==> src/rtl/wb_sequencer_if.sv <==
// Bundle of decoder, data-memory handshake and writeback-control signals
// shared by the writeback sequencer and its environment.
interface wb_sequencer_if;
  // Decoder side
  logic       InstrValid;
  logic [1:0] ResultSrcD;
  logic       RegWriteD;
  logic       MemReadD;
  logic       MemWriteD;
  // Handshake: MemReq is held high for every MEM cycle; MemAck completes the
  // access on any edge where MemReq is high and is ignored whenever it is low.
  logic       MemAck;
  logic       MemReq;
  logic       MemWE;
  // Writeback control
  logic [1:0] ResultSrc;
  logic       RegWrite;
  logic       PCEn;
  logic       BusFault;

  modport master (
    input  InstrValid, ResultSrcD, RegWriteD, MemReadD, MemWriteD, MemAck,
    output MemReq, MemWE, ResultSrc, RegWrite, PCEn, BusFault
  );

  modport slave (
    output InstrValid, ResultSrcD, RegWriteD, MemReadD, MemWriteD, MemAck,
    input  MemReq, MemWE, ResultSrc, RegWrite, PCEn, BusFault
  );
endinterface

==> src/rtl/wb_sequencer.sv <==
// Writeback / memory-access sequencer: single-cycle commit for ALU-type
// instructions, req/ack stretch for loads and stores, sticky timeout fault.
module wb_sequencer #(
  parameter int TIMEOUT = 16,
  parameter int TW      = $clog2(TIMEOUT + 1)
) (
  input  logic                 clk,
  input  logic                 rst_n,
  wb_sequencer_if.master       bus,
  output logic [1:0]           dbg_state
);

  typedef enum logic [1:0] {
    S_IDLE  = 2'd0,
    S_MEM   = 2'd1,
    S_WB    = 2'd2,
    S_FAULT = 2'd3
  } state_t;

  localparam logic [TW-1:0] TMAX = TW'(TIMEOUT);

  state_t        state_q, state_d;
  logic [TW-1:0] timer_q, timer_d;
  logic          is_load_q, is_load_d;
  logic          is_store_q, is_store_d;
  logic          wr_q, wr_d;

  always_ff @(posedge clk or negedge rst_n) begin
    if (!rst_n) begin
      state_q    <= S_IDLE;
      timer_q    <= '0;
      is_load_q  <= 1'b0;
      is_store_q <= 1'b0;
      wr_q       <= 1'b0;
    end else begin
      state_q    <= state_d;
      timer_q    <= timer_d;
      is_load_q  <= is_load_d;
      is_store_q <= is_store_d;
      wr_q       <= wr_d;
    end
  end

  always_comb begin
    state_d       = state_q;
    timer_d       = timer_q;
    is_load_d     = is_load_q;
    is_store_d    = is_store_q;
    wr_d          = wr_q;
    bus.MemReq    = 1'b0;
    bus.MemWE     = 1'b0;
    bus.ResultSrc = 2'b00;
    bus.RegWrite  = 1'b0;
    bus.PCEn      = 1'b0;
    bus.BusFault  = 1'b0;

    case (state_q)
      S_IDLE: begin
        if (bus.InstrValid) begin
          bus.ResultSrc = bus.ResultSrcD;
          if (bus.MemReadD || bus.MemWriteD) begin
            // A load takes priority when both strobes are set.
            is_load_d  = bus.MemReadD;
            is_store_d = bus.MemWriteD & ~bus.MemReadD;
            wr_d       = bus.RegWriteD & bus.MemReadD;
            timer_d    = TW'(1);
            state_d    = S_MEM;
          end else begin
            bus.RegWrite = bus.RegWriteD;
            bus.PCEn     = 1'b1;
          end
        end
      end
      S_MEM: begin
        bus.MemReq    = 1'b1;
        bus.MemWE     = is_store_q & ~is_load_q;
        bus.ResultSrc = 2'b01;
        // Ack in the last permitted cycle still completes the access.
        if (bus.MemAck) begin
          state_d = S_WB;
        end else if (timer_q == TMAX) begin
          state_d = S_FAULT;
        end else begin
          timer_d = timer_q + TW'(1);
        end
      end
      S_WB: begin
        bus.ResultSrc = 2'b01;
        bus.RegWrite  = wr_q;
        bus.PCEn      = 1'b1;
        is_load_d     = 1'b0;
        is_store_d    = 1'b0;
        wr_d          = 1'b0;
        timer_d       = '0;
        state_d       = S_IDLE;
      end
      S_FAULT: begin
        bus.BusFault = 1'b1;
      end
      default: state_d = S_IDLE;
    endcase
  end

  assign dbg_state = state_q;

endmodule

==> src/flat_wrapper.sv <==
// flat-port wrapper written by rule: the top's interface ports become plain ports
module wb_sequencer_flat 
#(
  parameter int TIMEOUT = 16,
  parameter int TW      = $clog2(TIMEOUT + 1)
)
  (clk, rst_n, dbg_state, bus_InstrValid, bus_ResultSrcD, bus_RegWriteD, bus_MemReadD, bus_MemWriteD, bus_MemAck, bus_MemReq, bus_MemWE, bus_ResultSrc, bus_RegWrite, bus_PCEn, bus_BusFault);
  wb_sequencer_if bus_i ();
  input  logic clk;
  input  logic rst_n;
  output logic [1:0] dbg_state;
  input wire logic [$bits(bus_i.InstrValid)-1:0] bus_InstrValid;
  input wire logic [$bits(bus_i.ResultSrcD)-1:0] bus_ResultSrcD;
  input wire logic [$bits(bus_i.RegWriteD)-1:0] bus_RegWriteD;
  input wire logic [$bits(bus_i.MemReadD)-1:0] bus_MemReadD;
  input wire logic [$bits(bus_i.MemWriteD)-1:0] bus_MemWriteD;
  input wire logic [$bits(bus_i.MemAck)-1:0] bus_MemAck;
  output wire logic [$bits(bus_i.MemReq)-1:0] bus_MemReq;
  output wire logic [$bits(bus_i.MemWE)-1:0] bus_MemWE;
  output wire logic [$bits(bus_i.ResultSrc)-1:0] bus_ResultSrc;
  output wire logic [$bits(bus_i.RegWrite)-1:0] bus_RegWrite;
  output wire logic [$bits(bus_i.PCEn)-1:0] bus_PCEn;
  output wire logic [$bits(bus_i.BusFault)-1:0] bus_BusFault;
  assign bus_i.InstrValid = bus_InstrValid;
  assign bus_i.ResultSrcD = bus_ResultSrcD;
  assign bus_i.RegWriteD = bus_RegWriteD;
  assign bus_i.MemReadD = bus_MemReadD;
  assign bus_i.MemWriteD = bus_MemWriteD;
  assign bus_i.MemAck = bus_MemAck;
  assign bus_MemReq = bus_i.MemReq;
  assign bus_MemWE = bus_i.MemWE;
  assign bus_ResultSrc = bus_i.ResultSrc;
  assign bus_RegWrite = bus_i.RegWrite;
  assign bus_PCEn = bus_i.PCEn;
  assign bus_BusFault = bus_i.BusFault;
  wb_sequencer #(.TIMEOUT(TIMEOUT), .TW(TW)) u_core (.clk(clk), .rst_n(rst_n), .bus(bus_i), .dbg_state(dbg_state));
endmodule
==> config.mk <==
export PLATFORM = sky130hd
export DESIGN_NAME = wb_sequencer_flat
export DESIGN_NICKNAME = d
export VERILOG_FILES = /design/src/rtl/wb_sequencer_if.sv /design/src/rtl/wb_sequencer.sv /design/src/flat_wrapper.sv
export SDC_FILE = /design/constraint.sdc
export NUM_CORES = 1
export LEC_CHECK = 0
export ABC_AREA = 1
export CAP_MARGIN = 20
export CORE_MARGIN = 2
export CORE_UTILIZATION = 46
export CTS_CLUSTER_DIAMETER = 150
export DETAILED_ROUTE_END_ITERATION = 6
export DONT_BUFFER_PORTS = 1
export SETUP_SLACK_MARGIN = 0.2
export SLEW_MARGIN = 40
export SYNTH_ARGS = -nofsm -noshare
export SYNTH_HDL_FRONTEND = slang
export SYNTH_SLANG_ARGS = --single-unit
==> constraint.sdc <==
create_clock -name clk -period 1.55 [get_ports clk]
set_input_delay 0.465 -clock clk [delete_from_list [all_inputs] [get_ports clk]]
set_output_delay 0.465 -clock clk [all_outputs]
set_load 0.01 [all_outputs]
-- After elaboration in Yosys (flattened, before gate mapping)
Index checks and enable logic that the tools add are counted.
- register bits: 10
- bits of input ports: 9
- output and inout bits: 9
- logic and storage cells: 58
- $add $sub $neg: 1
- equality and inequality tests: 9
- muxes and demuxes: 30
- bitwise operators: 5
- reductions and logical operators: 8
- operators by type and width (operator ; number):
    5-bit two-way mux ; 4
    5-bit one-hot mux with 3 select lines ; 1
    1-bit two-way mux ; 13
    2-bit two-way mux ; 5
    1-bit one-hot mux with 2 select lines ; 5
    2-bit != test, second input constant ; 3
    2-bit one-hot mux with 3 select lines ; 1
    5-bit by 1-bit adder with 5-bit output, second input constant ; 1
    5-bit equality test, second input constant ; 1
    5-bit AND reduction ; 1
    2-bit equality test, second input constant ; 2
    2-bit one-hot mux with 2 select lines ; 1
    4-bit AND reduction ; 1
    1-bit AND ; 3
    3-bit by 2-bit != test with 1-bit output, second input constant ; 1
    3-bit AND reduction ; 1
    3-bit nonzero test ; 1
    2-bit by 1-bit equality test with 1-bit output, second input constant ; 1
    2-bit zero test ; 1
    2-bit by 1-bit != test with 1-bit output, second input constant ; 1
    1-bit NOT ; 2
    2-bit nonzero test ; 1
    2-bit OR reduction ; 1
    1-bit logical OR ; 1

-- Depth between registers and ports, before layout
- depth after elaboration: 5
- mapped depth: 10
- mapped depth without buffers: 10

-- Least setup slack after synthesis
Ideal clock, no wire load.
- path kind: register to output
- start point: register u_core.state_q[0] (netlist: u_core.dbg_state[0])
- end point: output bus_RegWrite
- arrival time: 1.238 ns
- required time: 1.085 ns
- setup slack: -0.153 ns
- stages on the path, launching flop included: 5
- buffers on the path: 0
- cell sequence: dfrtp_1 > inv_1 > ha_1 > nand4_1 > o21ai_0
- longest elaborated chain between the ends: 2
- elaborated cells between the ends (all ways): 3
- those cells by class: eq/ne (1); mux (1); reduce/logical (1)
- ends and longest elaborated chain (item ; line ; source):
    from (decl) ; wb_sequencer.sv:22 ; state_t state_q, state_d;
    from (signal assigned) ; wb_sequencer.sv:36 ; state_q <= state_d;
    2-bit equality test / 2-bit zero test (equally long branches) ; wb_sequencer.sv:57 ; case (state_q)
    1-bit one-hot mux with 2 select lines * ; wb_sequencer.sv:57 ;
    to (decl) ; flat_wrapper.sv:21 ; output wire logic [$bits(bus_i.RegWrite)-1:0] bus_RegWrite;
Mark *: on every way between the ends. The rest lies on a longest branch, timed or not.

-- Worst setup path in the final report
- start point: register u_core.state_q[1] (netlist: u_core.dbg_state[1])
- end point: output bus_ResultSrc[0]
- longest elaborated chain between the ends: 3
- elaborated cells between the ends (all ways): 5
- those cells by class: eq/ne (2); mux (1); reduce/logical (2)
- ends and longest elaborated chain (item ; line ; source):
    2-bit equality test / 2-bit by 1-bit equality test with 1-bit output (equally long branches) ; wb_sequencer.sv:57 ;
    2-bit OR reduction (no line) ; -- ;
    2-bit one-hot mux with 2 select lines * ; wb_sequencer.sv:57 ;
    to (decl) ; flat_wrapper.sv:20 ; output wire logic [$bits(bus_i.ResultSrc)-1:0] bus_ResultSrc;
Marked as above.

==> metrics.md <==
| Metric | Value |
|---|---|
| Run status | finished with violations |
| Failing checks | negative setup slack |
| Mapped Cells | 110 |
| Area of the die | ~2000 um^2 |
| Drc violations | 0 |
| Chip height | 45.2 um |
| Post-route ant nets | 0 |
| Area delta synth->final | 33.7% |
| Top_reg_cell synth | dfrtp_1 |
| Ys async rst share | 100% |
| Distinct cells, synth | 18 |
| YS warnings | 0 |
| Die X | approximately 45 um |
| Clock root buffer | clkbuf_4 |
| Critical Path End Type | primary output |
| Reg clk slew, reported paths | about 0.070 ns |
| Total Routed Length | 1.73 mm |
| Setup TNS | -0.808 ns |
| Overall Power | between 2 and 2.5 mW |
| EDFF count, synth | 0 |
| Period utilization | 113% |
| Port Buffers | 0 |
| Finished Core Util | about two thirds |
| Initial DRC Count | 27 |
| Max Buffers Root-to-Sink | 2 |
| Leak | between 0.5 and 0.6 nW |
| Initial core utilization | 50.6% |
| Top post-synthesis cells by count | 31 x nand2_1, 16 x inv_1, 15 x nand3_1 |
| Syn Std Cell Area | between 700 and 800 um^2 |
| GRT overflow | 0 |
| FP Rows | 14 |
| GP Congestion | approximately 0.8 |
| Layout cell share with drive strength beyond 1 | 34.9% |
| Startpoint types | flip-flop |
| Crit path required time | 1.08 ns |
| Post-synth top area share | roughly a third |
| Share of the yosys chip area belonging to registers | 32.1% |
| Syn nets | ~130 |
| Syn_area_per_cell | around 7.1 um^2 |
| Hold Fails Final Rpt | 0 |
| Worst min path class | in2reg |
| Clk sinks | 10 |
| Slew Limit Headroom | 66.2% |
| Routed len/inst | approximately 12 um |
| Final net count | about 140 |
| First-pass GRT wire length | ~2.8 mm |
| Largest net degree at the start of global routing | 11 |
| Worst VDD drop | ~1.5 mV |
| Yosys top cell by area | dfrtp_1 |
| Final worst setup slack | -0.202 ns |
| Crit path max-delay family | flip-flops |
| Via count | 731 |
| Slowest-stage cell, CP | dfrtp_2 |
| #FFs+latches synth | 10 |
| Most common cell in the synthesized netlist | nand2_1 |
| Core area | 1540 um^2 |
| CTS tree | built |
| Worst Skew | 0.000849 ns |
| Avg Vias per Cell | ~5.1 |
| GRT Overall Usage | approximately a fifth |
| Vias in the first global route | roughly 640 |
| Initial antenna violation count | 0 |
| Worst-path maximum fanout | 4 |
| HPWL after DPL | between 1 and 1.5 mm |
| Max-slew violation count | 0 |
| Dpl ws | between 0.04 and 0.05 ns |
| Tmin final | approximately 1.8 ns |
| CP Buf/Inv Count | 2 |
| RSZ-0062 raised after global routing | yes |
| Crit-path max cell delay | 0.44 ns |
| PD cells | 1990 nW/um^2 |
| DR pass1 iterations | 4 |
| Final setup viols | 6 |
| Max Clk Rate | ~570 MHz |
| I/O Pins | 18 |
| Maxcap violations | 0 |
| H-tree depth | 1 |
| Arr. time, crit path | 1.29 ns |
| CTS Buf Count | 3 |
| Top post-synthesis cells by area | dfrtp_1 32%, nand2_1 15%, ha_1 11% |
| Pin slew with the least headroom to its limit | about 0.51 ns |
| Worst Setup Path Type | reg2out |
| Clock latency on the worst-skew pair | 0.27 ns |
| Antenna Cells | 0 |
| Cell chain of the critical path | inv_4, ha_4, buf_4, nand3_4, a21oi_4 |
==> sequential cells by signal, summed over array words and instances (netlist names) <==
signal             count
u_core.is_load_q       1
u_core.is_store_q      1
u_core.wr_q            1
u_core.timer_q         5
u_core.dbg_state       2
==> power breakdown <==
part	leakage (nW)	total, mW	switching [mW]	internal, mW
sequential	0.128	0.453	0.0983	0.355
clock	0.0210	0.235	0.0926	0.143
combinational	0.388	1.38	0.763	0.622
total	0.538	2.07	0.954	1.12
==> cell type report <==
cell class / instances / area, um^2
sequential: 10 / 253
tap: 16 / 20.0
timing repair buffer: 14 / 111
inverter: 19 / 83.8
clock buffer: 4 / 36.3
fill: 142 / 498
multi-input combinational: 79 / 539
==> cell families (layout without fill, tap and decap cells) <==
| group | count (synthesis) | count (layout) | share of synthesized area, % |
|---|---|---|---|
| and+or+nand+nor | 63 | 63 | 38.5 |
| buffers and inverters | 21 | 37 | 11.5 |
| DFF | 10 | 10 | 32.1 |
| AOI/OAI and AO/OA | 9 | 9 | 6.73 |
| adders and majority gates | 7 | 7 | 11.2 |
==> layer usage <==
| layer | track usage (%) | share of wire (%) |
|---|---|---|
| met5 | 0 | 0 |
| met4 | 5.29 | 0.75 |
| met3 | 6.00 | 4.2 |
| met2 | 28.3 | 48 |
| met1 | 26.6 | 47 |
==> layout by cell type (no fill, tap or decap), types with 3 or more instances in the layout <==
cell / n
buf_4: 12
clkbuf_4: 3
dfrtp_1: 8
ha_1: 4
ha_4: 3
inv_1: 13
inv_2: 3
nand2_1: 30
nand2_4: 4
nand3_1: 14
nand4_1: 3
nor2_1: 4
o21ai_1: 3
==> worst register-to-register path: cells and delay by family (launching register included) <==
family | cells | cell delay [ns]
buffers and inverters | 4 | 0.41
AND/OR/NAND/NOR | 5 | 0.39
flip-flops | 1 | 0.40
adder cells (fa/ha/maj) | 1 | 0.16
==> through the flow <==
step | hold slack, ns | instances | instance area (um^2)
CTS | 0.334 | 139 | 983
global placement | 0.170 | 128 | 865
finish | 0.340 | 142 | 1040
floorplan | 0.169 | 110 | 837
global route | 0.335 | 142 | 1040
detailed placement | 0.170 | 128 | 865
==> final timing paths <==
path                                                   end  slack (ns)  cells after the start                            start
setup reg to reg             u_core.timer_q[2]$_DFFE_PN0P_        0.07                     10  u_core.dbg_state[0]$_DFFE_PN0P_
hold / removal                u_core.is_load_q$_DFFE_PN0P_        0.34                      2                     bus_MemReadD
min in group asynchronous          u_core.wr_q$_DFFE_PN0P_        0.60                      1                            rst_n
max in group asynchronous  u_core.dbg_state[1]$_DFFE_PN0P_        0.58                      1                            rst_n
hold reg to reg                    u_core.wr_q$_DFFE_PN0P_        0.50                      2          u_core.wr_q$_DFFE_PN0P_
setup / recovery                          bus_ResultSrc[0]       -0.20                      5  u_core.dbg_state[1]$_DFFE_PN0P_
==> repair_timing <==
item	in CTS	in global routing
resized for setup	7	8
setup endpoints to repair	14	19
pin swaps	6	3
hold buffers	1	0
hold endpoints to repair	10	0
buffers inserted	6	3
No activity file was read; power rests on OpenSTA's default activity.
